**src/rtl/rollover_period_meter.sv**
```systemverilog
`default_nettype none
// ============================================================================
// Module      : rollover_period_meter
// Description : Recovers the modulus of a rollover pulse train by counting
//               the cycles between consecutive events. Reports each period,
//               flags lock on two equal consecutive periods and flags
//               overflow when no event arrives within 2^N-1 cycles.
// Revision    : 1.0 - initial release
// ============================================================================
module rollover_period_meter #(
    parameter int N = 8
) (
    input  logic         i_clk,
    input  logic         i_reset,
    input  logic         i_roll_over,
    output logic [N-1:0] o_k,
    output logic         o_valid,
    output logic         o_locked,
    output logic         o_overflow
);

    localparam logic [0:0]   c_IDLE    = 1'b0;
    localparam logic [0:0]   c_MEASURE = 1'b1;
    localparam logic [N-1:0] c_CNT_MAX = {N{1'b1}};
    localparam logic [N-1:0] c_CNT_ONE = N'(1);

    logic [0:0]   r_state;
    logic [0:0]   w_state_next;
    logic [N-1:0] r_cnt;
    logic [N-1:0] w_cnt_next;
    logic         r_have_prev;
    logic         w_have_prev_next;
    logic [N-1:0] r_k;
    logic [N-1:0] w_k_next;
    logic         r_valid;
    logic         w_valid_next;
    logic         r_locked;
    logic         w_locked_next;
    logic         r_overflow;
    logic         w_overflow_next;
    logic         w_at_max;

    assign w_at_max = (r_cnt == c_CNT_MAX);

    // State register: reset forces IDLE regardless of incoming events.
    always_ff @(posedge i_clk) begin
        if (i_reset) begin
            r_state <= c_IDLE;
        end else begin
            r_state <= w_state_next;
        end
    end

    // Next state: first event opens a period; a full count without event
    // abandons the measurement so the counter never wraps.
    always_comb begin
        w_state_next = r_state;
        case (r_state)
            c_IDLE: begin
                if (i_roll_over) begin
                    w_state_next = c_MEASURE;
                end
            end
            c_MEASURE: begin
                if (!i_roll_over && w_at_max) begin
                    w_state_next = c_IDLE;
                end
            end
            default: w_state_next = c_IDLE;
        endcase
    end

    // Output/datapath next values; an event at full count is still a
    // measurement, so the event check takes priority over overflow.
    always_comb begin
        w_cnt_next       = r_cnt;
        w_have_prev_next = r_have_prev;
        w_k_next         = r_k;
        w_valid_next     = 1'b0;
        w_locked_next    = r_locked;
        w_overflow_next  = r_overflow;
        case (r_state)
            c_IDLE: begin
                if (i_roll_over) begin
                    w_cnt_next = c_CNT_ONE;
                end
            end
            c_MEASURE: begin
                if (i_roll_over) begin
                    w_k_next         = r_cnt;
                    w_valid_next     = 1'b1;
                    w_locked_next    = r_have_prev && (r_cnt == r_k);
                    w_have_prev_next = 1'b1;
                    w_overflow_next  = 1'b0;
                    w_cnt_next       = c_CNT_ONE;
                end else if (w_at_max) begin
                    w_overflow_next  = 1'b1;
                    w_locked_next    = 1'b0;
                    w_have_prev_next = 1'b0;
                    w_cnt_next       = '0;
                end else begin
                    w_cnt_next = r_cnt + c_CNT_ONE;
                end
            end
            default: begin
                w_cnt_next = '0;
            end
        endcase
    end

    // Datapath and output registers.
    always_ff @(posedge i_clk) begin
        if (i_reset) begin
            r_cnt       <= '0;
            r_have_prev <= 1'b0;
            r_k         <= '0;
            r_valid     <= 1'b0;
            r_locked    <= 1'b0;
            r_overflow  <= 1'b0;
        end else begin
            r_cnt       <= w_cnt_next;
            r_have_prev <= w_have_prev_next;
            r_k         <= w_k_next;
            r_valid     <= w_valid_next;
            r_locked    <= w_locked_next;
            r_overflow  <= w_overflow_next;
        end
    end

    assign o_k        = r_k;
    assign o_valid    = r_valid;
    assign o_locked   = r_locked;
    assign o_overflow = r_overflow;

endmodule
`default_nettype wire
```
**config.mk**
```make
export PLATFORM = sky130hd
export DESIGN_NAME = rollover_period_meter
export DESIGN_NICKNAME = d
export VERILOG_FILES = /design/src/rtl/rollover_period_meter.sv
export SDC_FILE = /design/constraint.sdc
export NUM_CORES = 1
export LEC_CHECK = 0
export CORE_MARGIN = 5
export CORE_UTILIZATION = 46
export DETAILED_ROUTE_END_ITERATION = 6
export PLACE_DENSITY = 0.7
export SLEW_MARGIN = 10
export SYNTH_ARGS = -nofsm -noshare
export SYNTH_HDL_FRONTEND = slang
export SYNTH_SLANG_ARGS = --single-unit
```
**constraint.sdc**
```tcl
create_clock -name i_clk -period 1.3 [get_ports i_clk]
set_input_delay 0.13 -clock i_clk [delete_from_list [all_inputs] [get_ports i_clk]]
set_output_delay 0.13 -clock i_clk [all_outputs]
set_load 0.02 [all_outputs]
```
==> summary.md <==
| Metric | Value |
|---|---|
| Core Rows | 16 |
| Largest net degree at the start of global routing | 13 |
| CP arrival | between 1000 and 1500 ps |
| Diodes inserted | 0 |
| Placed Cells | around 160 |
| Clock Latency Late Sink | around 300 ps |
| Yosys reg bits | 21 |
| Vias per inst | a little over 5 |
| Final hold vios | 0 |
| CTS Root Cell | clkbuf_4 |
| CTS H-tree depth | 1 |
| WP data required | between 1500 and 2000 ps |
| Hold Crit Class | flip-flop to flip-flop |
| GR Util met1 | 0.197 |
| Global Route Usage Sum | 0.141 |
| Post-route clock skew | roughly 12 ps |
| Final cell utilization of the core | 0.631 |
| Post-synth top area share | 0.443 |
| Seq. cell area | about 430 um2 |
| Clock transition at the registers of the reported paths | 130 ps |
| Sequential share of the synthesized area | 0.443 |
| Layout cell share with drive strength beyond 1 | 0.250 |
| TritonCTS Buffers | 3 |
| Global placement routability congestion | between 0.8 and 0.9 |
| Post-DRT Antenna Nets | 0 |
| Die H | about 55 um |
| Area contributors post-synth | dfxtp_1 44%, xor2_1 9.2%, nand2_1 8.3% |
| Pre-CTS setup slack | -31.9 ps |
| Most frequent cells in the layout | 21 x nand2_1, 16 x dfxtp_1, 15 x buf_4, 12 x a21oi_1, 11 x dlygate4sd2_1 |
| I/O Buffers | 13 |
| # nets final | around 140 |
| Pwr dens | slightly below 900 nW/um2 |
| GRT overflow | 0 |
| CP startpoint kind | flip-flop |
| Synth warn | 0 |
| Tmin final | approximately 1200 ps |
| Cells after Synth | 113 |
| Max-slew violation count | 0 |
| Number of hold buffers added after CTS | 0 |
| Avg Inst Size Synth | approximately 8.4 um2 |
| Cell area after synthesis | approximately 950 um2 |
| Fillers | between 150 and 200 |
| Clock buffer depth | 2 |
| Initial Util | 0.484 |
| Top Usage Layer GRT | met2 |
| Starting DRT DRC Count | 11 |
| Dpl cell area | 1200 um2 |
| I/O pins | 14 |
| Vias | approximately 840 |
| VDD IR max | between 0.5 and 0.6 mV |
| TritonCTS Sinks | 21 |
| Worst Tran Pin Value | about 220 ps |
| Drt pass-1 iters | 4 |
| TritonCTS clock tree | yes |
| Nature of the critical path endpoint | flip-flop |
| Layout Cells excl Fill | approximately 160 |
| Met3 usage | 0.0210 |
| Crit-path max FO | 4 |
| Area of the multi-input gates | approximately 500 um2 |
| Routed len/inst | between 10 and 15 um |
| Die Wd | between 50 and 60 um |
| Final setup vio count | 0 |
| Most common cell after layout, fill and taps aside | nand2_1 |
| Area growth, synth to finish | 30.3% |
| Post-DP HPWL | 1560 um |
| Leak | around 0.57 nW |
| Area leader, netlist | dfxtp_1 |
| Total wire length | between 2000 and 2500 um |
| DRC errors left | 0 |
| F_max | approximately 800 MHz |
| Status | completed |
| Relative slew slack | 0.850 |
| Internal reg-to-reg setup slack | between 50 and 60 ps |
| Vias in the first global route | 799 |
| Design area | 1240 um2 |
| Initial antenna violation count | 0 |
| Final cycle utilization of the critical path | 0.957 |
| Core area | just under 2000 um2 |
| First-pass GRT wire length | between 3000 and 4000 um |
| Cell variety after synth | 29 |
| PnR worst setup slack | between 50 and 60 ps |
| Max Cap Viol | 0 |
| RSZ-0062 raised after global routing | yes |
| GR met2 Demand/Resource | 0.221 |
| Mapped Nets | between 100 and 150 |
| Crit Path Class | flip-flop to flip-flop |
| Area of the die | 3070 um2 |
[timing repair]
item | 4_1_cts | 5_1_grt
setup endpoints to repair | 13 | 14
pin swaps | 0 | 1
buffers inserted | 0 | 0
gates resized for setup | 13 | 5
[stage by stage]
stage          setup TNS (ps)  hold WS, ps  power [mW]
6_report                    0          476        1.08
5_1_grt                 -22.4          506        1.14
4_1_cts                     0          478        1.10
3_5_place_dp            -45.5          454       0.784
3_3_place_gp            -26.7          448       0.780
2_1_floorplan               0          195       0.737
[final timing paths]
path                    from          to  cells after the start
setup / recovery    r_cnt[4]    r_cnt[7]                      5
hold / removal    o_overflow  o_overflow                      1
setup reg to reg    r_cnt[4]    r_cnt[7]                      5
hold reg to reg   o_overflow  o_overflow                      1
[per-layer routing]
layer	vias to the layer above	wire length [um]
met5	-	0
met4	0	0
met3	0	52
met2	16	1050
met1	389	1010
li1	432	-
[critical path, cell delays in order (launching register included)]
cell and delay (ps):
dfxtp_1 360, buf_4 160, and3_2 220, nand3_1 100, nand2_1 70, a311oi_2 250
[registers in the layout, indices dropped and copies added, names as in the netlist]
signal,flops
o_k,8
r_cnt,8
o_locked,1
o_overflow,1
o_valid,1
r_have_prev,1
r_state,1
[report_power, final]
| part | switching, mW | internal (mW) | leakage [nW] |
|---|---|---|---|
| Combinational | 0.0549 | 0.0453 | 0.378 |
| Sequential | 0.0121 | 0.656 | 0.172 |
| Clock | 0.201 | 0.115 | 0.0177 |
| Total | 0.268 | 0.816 | 0.568 |
[cell usage after synthesis]
master    number
mux2i_1        1
nor4_1         1
ha_1           1
nor3_1         3
xor2_1        10
clkbuf_1       5
nand3_1        4
or2_1          1
nor2_1         7
nand2_1       21
buf_6          1
a211oi_2       1
nand4_1        1
nor2_2         1
and3_1         1
o21ai_0        2
inv_1          2
or2_2          1
nand4_2        1
o22ai_1        1
a21oi_1       12
and3_2         1
or3_2          1
a311oi_1       3
a41oi_1        3
buf_2          3
nand2b_1       2
dfxtp_1       21
o21a_1         1
[final cells by class]
type | count | area share
clock inverters | 1 | 0.00404
inverters | 2 | 0.00607
well taps | 27 | 0.0273
clock buffers | 3 | 0.0182
multi-input cells | 81 | 0.415
repair buffers | 28 | 0.185
flip-flops and latches | 21 | 0.345
[kinds of logic (layout without fill, tap and decap cells)]
| family | Yosys count | after routing | share of synthesized area |
|---|---|---|---|
| simple gates | 46 | 46 | 0.229 |
| fa+ha+maj | 1 | 1 | 0.0132 |
| compound gates | 23 | 23 | 0.157 |
| flops | 21 | 21 | 0.443 |
| buf+inv | 11 | 34 | 0.0553 |
| xor+xnor | 10 | 10 | 0.0922 |
| mux | 1 | 1 | 0.0105 |
Power figures use the tool's default switching activity.
